==> src/rtl/alu_packer_pkg.sv <==
// Shared types and helpers for the ALU result packer.
// Mask packing is compiled in only when ALU_PACKER_MASK_EN is defined.
package alu_packer_pkg;

    localparam int BE_W = 4;

    typedef enum logic [1:0] {
        SEW8  = 2'b00,
        SEW16 = 2'b01,
        SEW32 = 2'b10
    } sew_t;

    typedef struct packed {
        logic [31:0]     data;
        logic [BE_W-1:0] be;
    } packed_word_t;

    function automatic logic [5:0] SLOTS_PER_WORD(
        input sew_t sew,
        input logic mask
    );
        logic [5:0] n;
        if (mask) begin
            n = 6'd32;
        end else begin
            unique case (sew)
                SEW8:    n = 6'd4;
                SEW16:   n = 6'd2;
                default: n = 6'd1;
            endcase
        end
        return n;
    endfunction

    // n is the number of filled slots, 1..32
    function automatic logic [BE_W-1:0] fill_be(
        input sew_t       sew,
        input logic       mask,
        input logic [5:0] n
    );
        logic [5:0]      ceil8;
        logic [2:0]      bytes;
        logic [BE_W-1:0] be;
        ceil8 = (n + 6'd7) >> 3;
        if (mask) begin
            bytes = ceil8[2:0];
        end else begin
            unique case (sew)
                SEW8:    bytes = n[2:0];
                SEW16:   bytes = {n[1:0], 1'b0};
                default: bytes = 3'd4;
            endcase
        end
        unique case (bytes)
            3'd0:    be = 4'b0000;
            3'd1:    be = 4'b0001;
            3'd2:    be = 4'b0011;
            3'd3:    be = 4'b0111;
            default: be = 4'b1111;
        endcase
        return be;
    endfunction

endpackage

==> src/rtl/alu_result_packer_if.sv <==
// Result-stream and VRF write-port bundle for the packer.
// Field names match the packer's external port list.
interface alu_result_packer_if
    import alu_packer_pkg::*;
#(
    parameter int OP_WIDTH        = 32,
    parameter int PARALLEL_IF_NUM = 4
);
    logic [PARALLEL_IF_NUM-1:0][OP_WIDTH-1:0] res_i;
    logic [PARALLEL_IF_NUM-1:0]               res_vld_i;
    logic [PARALLEL_IF_NUM-1:0][1:0]          output_sew_i;
    logic [PARALLEL_IF_NUM-1:0]               mask_mode_i;
    logic [PARALLEL_IF_NUM-1:0]               last_i;
    logic [PARALLEL_IF_NUM-1:0][OP_WIDTH-1:0] wdata_o;
    logic [PARALLEL_IF_NUM-1:0][BE_W-1:0]     wbe_o;
    logic [PARALLEL_IF_NUM-1:0]               wvld_o;
    logic [PARALLEL_IF_NUM-1:0]               wrdy_i;
    logic [PARALLEL_IF_NUM-1:0]               afull_o;
    logic [PARALLEL_IF_NUM-1:0]               overflow_o;

    modport master (
        output res_i, res_vld_i, output_sew_i,
        output mask_mode_i, last_i, wrdy_i,
        input  wdata_o, wbe_o, wvld_o,
        input  afull_o, overflow_o
    );

    modport slave (
        input  res_i, res_vld_i, output_sew_i,
        input  mask_mode_i, last_i, wrdy_i,
        output wdata_o, wbe_o, wvld_o,
        output afull_o, overflow_o
    );
endinterface

==> src/rtl/alu_pack_fifo.sv <==
// Per-interface FIFO of packed words with occupancy flags.
// A push on a full FIFO is taken only if a pop happens in the same cycle.
module alu_pack_fifo
    import alu_packer_pkg::*;
#(
    parameter int DEPTH        = 4,
    parameter int AFULL_THRESH = 2,
    localparam int AW = $clog2(DEPTH),
    localparam int CW = AW + 1
) (
    input  logic          clk,
    input  logic          rst,
    input  logic          push_i,
    input  packed_word_t  din_i,
    input  logic          pop_i,
    output packed_word_t  dout_o,
    output logic [CW-1:0] count_o,
    output logic          full_o,
    output logic          empty_o,
    output logic          afull_o
);
    packed_word_t  mem [DEPTH];
    logic [AW-1:0] wptr_q, rptr_q;
    logic [CW-1:0] count_q;
    logic          do_push, do_pop;

    assign empty_o = (count_q == '0);
    assign full_o  = (count_q == CW'(DEPTH));
    assign afull_o = (DEPTH - int'(count_q)) <= AFULL_THRESH;
    assign count_o = count_q;
    assign dout_o  = mem[rptr_q];

    assign do_pop  = pop_i && !empty_o;
    assign do_push = push_i && (!full_o || do_pop);

    always_ff @(posedge clk) begin
        if (rst) begin
            wptr_q  <= '0;
            rptr_q  <= '0;
            count_q <= '0;
        end else begin
            if (do_push) wptr_q <= wptr_q + AW'(1);
            if (do_pop)  rptr_q <= rptr_q + AW'(1);
            count_q <= count_q + CW'(do_push) - CW'(do_pop);
        end
    end

    always_ff @(posedge clk) begin
        if (do_push) mem[wptr_q] <= din_i;
    end
endmodule

==> src/rtl/alu_result_packer.sv <==
// Packs per-lane ALU results into 32-bit VRF words with byte enables.
// Mask-bit packing is enabled by defining ALU_PACKER_MASK_EN.
module alu_result_packer
    import alu_packer_pkg::*;
#(
    parameter int OP_WIDTH        = 32,
    parameter int PARALLEL_IF_NUM = 4,
    parameter int FIFO_DEPTH      = 4,
    parameter int AFULL_THRESH    = 2
) (
    input logic               clk,
    input logic               rst,
    alu_result_packer_if.slave bus
);
`ifdef ALU_PACKER_MASK_EN
    localparam int SW = 5;
`else
    localparam int SW = 2;
`endif
    localparam int CW = $clog2(FIFO_DEPTH) + 1;

    for (genvar g = 0; g < PARALLEL_IF_NUM; g++) begin : g_lane
        logic [OP_WIDTH-1:0] data_q, data_d, merged;
        logic [SW-1:0]       slot_q, slot_d;
        sew_t                sew_q, sew_d, sew_in, cur_sew;
        logic                cur_mask, done;
        logic [5:0]          fill;
        logic                ovf_q, ovf_d;
        packed_word_t        word, dout;
        logic                pop, full, empty, afull;
        logic [CW-1:0]       fifo_cnt_unused;
`ifdef ALU_PACKER_MASK_EN
        logic                mask_q, mask_d;
`else
        logic                unused_mask;
        assign unused_mask = bus.mask_mode_i[g];
`endif

        always_comb begin
            sew_in = (bus.output_sew_i[g] == 2'b11)
                   ? SEW32 : sew_t'(bus.output_sew_i[g]);
            cur_sew = (slot_q == '0) ? sew_in : sew_q;
`ifdef ALU_PACKER_MASK_EN
            cur_mask = (slot_q == '0) ? bus.mask_mode_i[g] : mask_q;
`else
            cur_mask = 1'b0;
`endif
            merged = data_q;
            if (cur_mask) begin
                merged = data_q
                       | (OP_WIDTH'(bus.res_i[g][0]) << slot_q);
            end else begin
                unique case (cur_sew)
                    SEW8: merged = data_q
                        | (OP_WIDTH'(bus.res_i[g][7:0])
                           << {slot_q[1:0], 3'b000});
                    SEW16: merged = data_q
                        | (OP_WIDTH'(bus.res_i[g][15:0])
                           << {slot_q[0], 4'b0000});
                    default: merged = bus.res_i[g];
                endcase
            end
            fill = 6'(slot_q) + 6'd1;
            done = bus.res_vld_i[g]
                && (bus.last_i[g]
                    || fill == SLOTS_PER_WORD(cur_sew, cur_mask));
            word.data = merged;
            word.be   = fill_be(cur_sew, cur_mask, fill);
        end

        always_comb begin
            data_d = data_q;
            slot_d = slot_q;
            sew_d  = sew_q;
`ifdef ALU_PACKER_MASK_EN
            mask_d = mask_q;
`endif
            if (bus.res_vld_i[g]) begin
                if (slot_q == '0) begin
                    sew_d = cur_sew;
`ifdef ALU_PACKER_MASK_EN
                    mask_d = cur_mask;
`endif
                end
                if (done) begin
                    data_d = '0;
                    slot_d = '0;
                end else begin
                    data_d = merged;
                    slot_d = slot_q + SW'(1);
                end
            end
            pop   = !empty && bus.wrdy_i[g];
            ovf_d = ovf_q || (done && full && !pop);
        end

        always_ff @(posedge clk) begin
            if (rst) begin
                data_q <= '0;
                slot_q <= '0;
                sew_q  <= SEW8;
                ovf_q  <= 1'b0;
`ifdef ALU_PACKER_MASK_EN
                mask_q <= 1'b0;
`endif
            end else begin
                data_q <= data_d;
                slot_q <= slot_d;
                sew_q  <= sew_d;
                ovf_q  <= ovf_d;
`ifdef ALU_PACKER_MASK_EN
                mask_q <= mask_d;
`endif
            end
        end

        alu_pack_fifo #(
            .DEPTH       (FIFO_DEPTH),
            .AFULL_THRESH(AFULL_THRESH)
        ) u_fifo (
            .clk    (clk),
            .rst    (rst),
            .push_i (done),
            .din_i  (word),
            .pop_i  (pop),
            .dout_o (dout),
            .count_o(fifo_cnt_unused),
            .full_o (full),
            .empty_o(empty),
            .afull_o(afull)
        );

        // FIFO memory is not reset, so gate the outputs while empty
        assign bus.wvld_o[g]     = !empty;
        assign bus.wdata_o[g]    = empty ? '0 : dout.data;
        assign bus.wbe_o[g]      = empty ? '0 : dout.be;
        assign bus.afull_o[g]    = afull;
        assign bus.overflow_o[g] = ovf_q;
    end
endmodule

==> src/flat_wrapper.sv <==
// flat-port wrapper written by rule: the top's interface ports become plain ports
module alu_result_packer_flat import alu_packer_pkg::*;
#(
    parameter int OP_WIDTH        = 32,
    parameter int PARALLEL_IF_NUM = 4,
    parameter int FIFO_DEPTH      = 4,
    parameter int AFULL_THRESH    = 2
)
  (clk, rst, bus_res_i, bus_res_vld_i, bus_output_sew_i, bus_mask_mode_i, bus_last_i, bus_wrdy_i, bus_wdata_o, bus_wbe_o, bus_wvld_o, bus_afull_o, bus_overflow_o);
  alu_result_packer_if #(.OP_WIDTH(OP_WIDTH), .PARALLEL_IF_NUM(PARALLEL_IF_NUM)) bus_i ();
  input logic clk;
  input logic rst;
  input wire logic [$bits(bus_i.res_i)-1:0] bus_res_i;
  input wire logic [$bits(bus_i.res_vld_i)-1:0] bus_res_vld_i;
  input wire logic [$bits(bus_i.output_sew_i)-1:0] bus_output_sew_i;
  input wire logic [$bits(bus_i.mask_mode_i)-1:0] bus_mask_mode_i;
  input wire logic [$bits(bus_i.last_i)-1:0] bus_last_i;
  input wire logic [$bits(bus_i.wrdy_i)-1:0] bus_wrdy_i;
  output wire logic [$bits(bus_i.wdata_o)-1:0] bus_wdata_o;
  output wire logic [$bits(bus_i.wbe_o)-1:0] bus_wbe_o;
  output wire logic [$bits(bus_i.wvld_o)-1:0] bus_wvld_o;
  output wire logic [$bits(bus_i.afull_o)-1:0] bus_afull_o;
  output wire logic [$bits(bus_i.overflow_o)-1:0] bus_overflow_o;
  assign bus_i.res_i = bus_res_i;
  assign bus_i.res_vld_i = bus_res_vld_i;
  assign bus_i.output_sew_i = bus_output_sew_i;
  assign bus_i.mask_mode_i = bus_mask_mode_i;
  assign bus_i.last_i = bus_last_i;
  assign bus_i.wrdy_i = bus_wrdy_i;
  assign bus_wdata_o = bus_i.wdata_o;
  assign bus_wbe_o = bus_i.wbe_o;
  assign bus_wvld_o = bus_i.wvld_o;
  assign bus_afull_o = bus_i.afull_o;
  assign bus_overflow_o = bus_i.overflow_o;
  alu_result_packer #(.OP_WIDTH(OP_WIDTH), .PARALLEL_IF_NUM(PARALLEL_IF_NUM), .FIFO_DEPTH(FIFO_DEPTH), .AFULL_THRESH(AFULL_THRESH)) u_core (.clk(clk), .rst(rst), .bus(bus_i));
endmodule
==> config.mk <==
export PLATFORM = sky130hd
export DESIGN_NAME = alu_result_packer_flat
export DESIGN_NICKNAME = d
export VERILOG_FILES = /design/src/rtl/alu_packer_pkg.sv /design/src/rtl/alu_result_packer_if.sv /design/src/rtl/alu_pack_fifo.sv /design/src/rtl/alu_result_packer.sv /design/src/flat_wrapper.sv
export SDC_FILE = /design/constraint.sdc
export NUM_CORES = 1
export LEC_CHECK = 0
export BUFFER_PORTS_ARGS = -buffer_cell sky130_fd_sc_hd__buf_2
export CAP_MARGIN = 20
export CORE_AREA = 2 2 248 250
export CTS_CLUSTER_DIAMETER = 100
export DETAILED_ROUTE_END_ITERATION = 10
export DIE_AREA = 0 0 250 252
export PLACE_DENSITY = 0.81
export SYNTH_ARGS = -nofsm -noshare
export SYNTH_HDL_FRONTEND = slang
export SYNTH_SLANG_ARGS = --single-unit
==> constraint.sdc <==
create_clock -name clk -period 3.9 [get_ports clk]
set_input_delay 0.195 -clock clk [delete_from_list [all_inputs] [get_ports clk]]
set_output_delay 0.195 -clock clk [all_outputs]
set_load 0.02 [all_outputs]
==> impl_results.md <==
* Status: finished, final reports clean
* Worst Skew at 22.0 ps
* Main flop type after synthesis: edfxtp_1
* Mean post-synth cell area at 14.9 um^2
* GRT busiest layer: met2
* Async S/R FF share, synth at 0%
* Setup TNS at 0 ps
* Hold Crit Depth at 2
* Sinks on the clock net at 760
* Pwr Density at 629 mW/mm^2
* Psw at 7.17 mW
* Drt first-iter violations at 2279
* RSZ-0062 raised after global routing: false
* Clk root buf: clkbuf_16
* Initial Utilization at 53.6%
* Area leader, netlist: edfxtp_1
* Critical R2R Launch: u_core.g_lane[1].slot_q[0]$_SDFFE_PP0P_
* Synth-to-layout area growth at 17.3%
* Core area at 0.0601 mm^2
* Met2 usage at 40.3%
* Sequential power share at 41.0%
* H-tree depth at 3
* Yosys warnings at 0
* Most frequent cells in the layout: edfxtp_1 (576), buf_2 (304), dfxtp_1 (180)
* Commonest non-fill, non-tap cell in the layout: edfxtp_1
* Mapped cell area at 0.0322 mm^2
* Max Cap Violations at 0
* Initial antenna violation count at 4
* RR Endpoint: u_core.g_lane[1].u_fifo.count_o[2]$_SDFF_PP0_
* Worst setup path class: flip-flop to flip-flop
* Routed WL at 75000 um
* Top-area cell type share of the netlist area at 53.7%
* Drt first pass iters at 6
* Type of origin of the critical path: flip-flop
* Worst reg2reg setup slack at 240 ps
* Gr usage total at 23.6%
* HP Class: input pin to flip-flop
* Synth Register Bits at 760
* Total CTS buffers at 75
* Peak VDD IR at 0.473 mV
* Met3 usage at 4.03%
* Static Leak at 13.9 nW
* Vias in the first global route at 21.1k
* Worst Tran Pin Value at 1010 ps
* Area of the multi-input gates at 0.0104 mm^2
* Data required time of the worst path at 4360 ps
* EDFF count, synth at 576
* Number of fillers in the final layout at 4217
* Post-route cell area at 0.0378 mm^2
* Critical path origin: u_core.g_lane[1].slot_q[0]$_SDFFE_PP0P_
* Postcts setup bufs at 0
* Rows at 90
* Synth Instances at 2162
* Logic pwr share at 27.6%
* Area contributors post-synth: edfxtp_1 (54%), dfxtp_1 (11%), mux4_2 (10%)
* Total Nets Final at 2737
* Hold path startpoint: bus_res_i[83]
* Final setup fails at 0
* GPL Wtd Cong at 0.893
* Internal power at 16.6 mW
* Die Height at 252 um
* Clock power frac at 31.4%
* Post-DR vias/cell at 6.01
* Switching power share of the total at 30.2%
* Final worst slack at 238 ps
* R2R depth at 15
* IO Port Bufs at 305
* CP Capture Point: u_core.g_lane[1].u_fifo.count_o[2]$_SDFF_PP0_
* Minimum clock period at 3660 ps
* Reg area at 0.0210 mm^2
* Die Wd at 250 um
* Antenna viol nets, final at 0
* Avg WL per Cell at 22.2 um
* Worst-path clk slew at 60 ps
* Place WS at 119 ps
* Max-slew violations at 0
* Die area at 0.0630 mm^2
* Vias post-DR at 20.3k
* DR DRC count at 0
* Detail Placement HPWL at 49100 um
* TritonCTS clock tree: done
* Max clock buf depth at 3
* Count of different cell masters after synthesis at 68
* Layout cell share with drive strength beyond 1 at 26.9%
* Syn_nets at 2370
* Post-Place Cell Area at 0.0348 mm^2
* Sequential area share after synthesis at 65.1%
* Boundary pin count at 310
* Endpoint type of the worst setup path: flip-flop
* Worst-Skew Late Latency at 620 ps
* Final worst-path cycle share at 93.9%
* CP Data Arrival Time at 4120 ps
* Final hold vios at 0
* Largest net degree at the start of global routing at 72
* Met1 global-route usage at 30.0%
* Fmax at 273 MHz
* GR Overflow Total at 0
* Global-route wire length before repair at 116000 um
* Crit Path Max Fanout at 7
* Relative slew margins at 31.9%
==> worst min-delay path by stage <==
| stage | to | slack, ps |
|---|---|---|
| 5_1_grt | u_core.g_lane[1].u_fifo.mem[3][19]$_DFFE_PP_ | 30 |
| 3_5_place_dp | u_core.g_lane[1].ovf_q$_SDFF_PP0_ | 440 |
| 3_3_place_gp | u_core.g_lane[1].data_q[30]$_SDFFE_PP0P_ | 440 |
| 2_1_floorplan | u_core.g_lane[0].data_q[6]$_SDFFE_PP0P_ | 320 |
| 6_report | u_core.g_lane[2].u_fifo.mem[1][23]$_DFFE_PP_ | 30 |
| 4_1_cts | u_core.g_lane[2].u_fifo.mem[3][23]$_DFFE_PP_ | 7 |
==> worst max-delay path, cell delays in order, from the launching register on <==
cell and delay [ps]:
dfxtp_1 340, clkinv_1 180, ha_1 280, or3b_2 500
nand2_1 270, ha_1 290, nor2_1 190, a21oi_1 130
nor2_1 160, inv_1 60, ha_1 270, inv_1 40
ha_1 190, fa_1 410, xnor2_1 150, nor2_1 50
==> cell type report <==
class                      instances  share of cell area, %
antenna                            2                 0.0132
clock buffer                     102                   5.62
clock inverter                    37                   1.24
inverter                          87                  0.865
multi-input combinational       1196                   27.5
sequential                       760                   55.6
tap                              782                   2.59
timing repair buffer             409                   6.57
==> repair_timing <==
item / in CTS / in global routing
hold endpoints to repair: 43 / 0
gates resized for setup: 0 / 3
setup endpoints to repair: 0 / 4
hold buffers: 35 / 0
==> flip-flops by register name, summed over array words and instances (netlist names), named ones only <==
signal                        flops
u_core.g_lane.data_q            128
u_core.g_lane.u_fifo.count_o     12
u_core.g_lane.u_fifo.mem        576
u_core.g_lane.u_fifo.rptr_q       8
u_core.g_lane.u_fifo.wptr_q       8
u_core.g_lane.slot_q              8
u_core.g_lane.sew_q               8
u_core.g_lane.ovf_q               4
==> cells in the mapped netlist (8+ instances only) <==
library cell and instances:
inv_1 83, xnor2_1 8, a221o_1 8, ha_1 50, o2bb2ai_1 19, a211oi_1 8
nor2b_1 18, a21oi_1 49, a22o_1 102, edfxtp_1 576, o21ai_0 38, and2_1 171
a22oi_1 43, dfxtp_1 184, mux2i_1 27, nand2_1 132, o21a_1 11, a21boi_0 24
nand2b_1 16, a32o_1 24, o22ai_1 8, buf_4 10, buf_2 35, mux4_2 144
nor2_1 150, or2_2 12, clkbuf_1 65, buf_1 8, or3_1 11
==> per-layer routing <==
layer	vias up	part of all wire [%]
met5	-	0.053
li1	8977	-
met3	184	7.1
met1	10148	39
met4	6	3.5
met2	967	50
==> power by group through the flow <==
stage	sequential, mW	clock (mW)	combinational [mW]
floorplan	9.71	0	4.57
global placement	9.88	0	6.37
detailed placement	9.92	0	6.53
CTS	9.76	7.57	6.60
global route	9.81	7.88	7.04
finish	9.75	7.45	6.55
==> cell families after synthesis <==
family | share of synthesized area [%]
flops | 65.1
simple gates | 8.77
compound gates | 9.37
buf+inv | 2.68
mux | 11.5
fa+ha+maj | 2.19
xor+xnor | 0.408
==> stage by stage <==
stage / total power [mW] / utilization (%) / hold WS (ps) / cells
after floorplan: 14.3 / - / 320 / 2162
after global placement: 16.2 / 57.8 / 437 / 3196
after detailed placement: 16.5 / 57.8 / 442 / 3197
after CTS: 23.9 / 62.7 / 6.56 / 3371
after global routing: 24.7 / 62.8 / 27.8 / 3374
final: 23.8 / 62.8 / 34.5 / 3375
No activity file was read; power rests on OpenSTA's default activity.
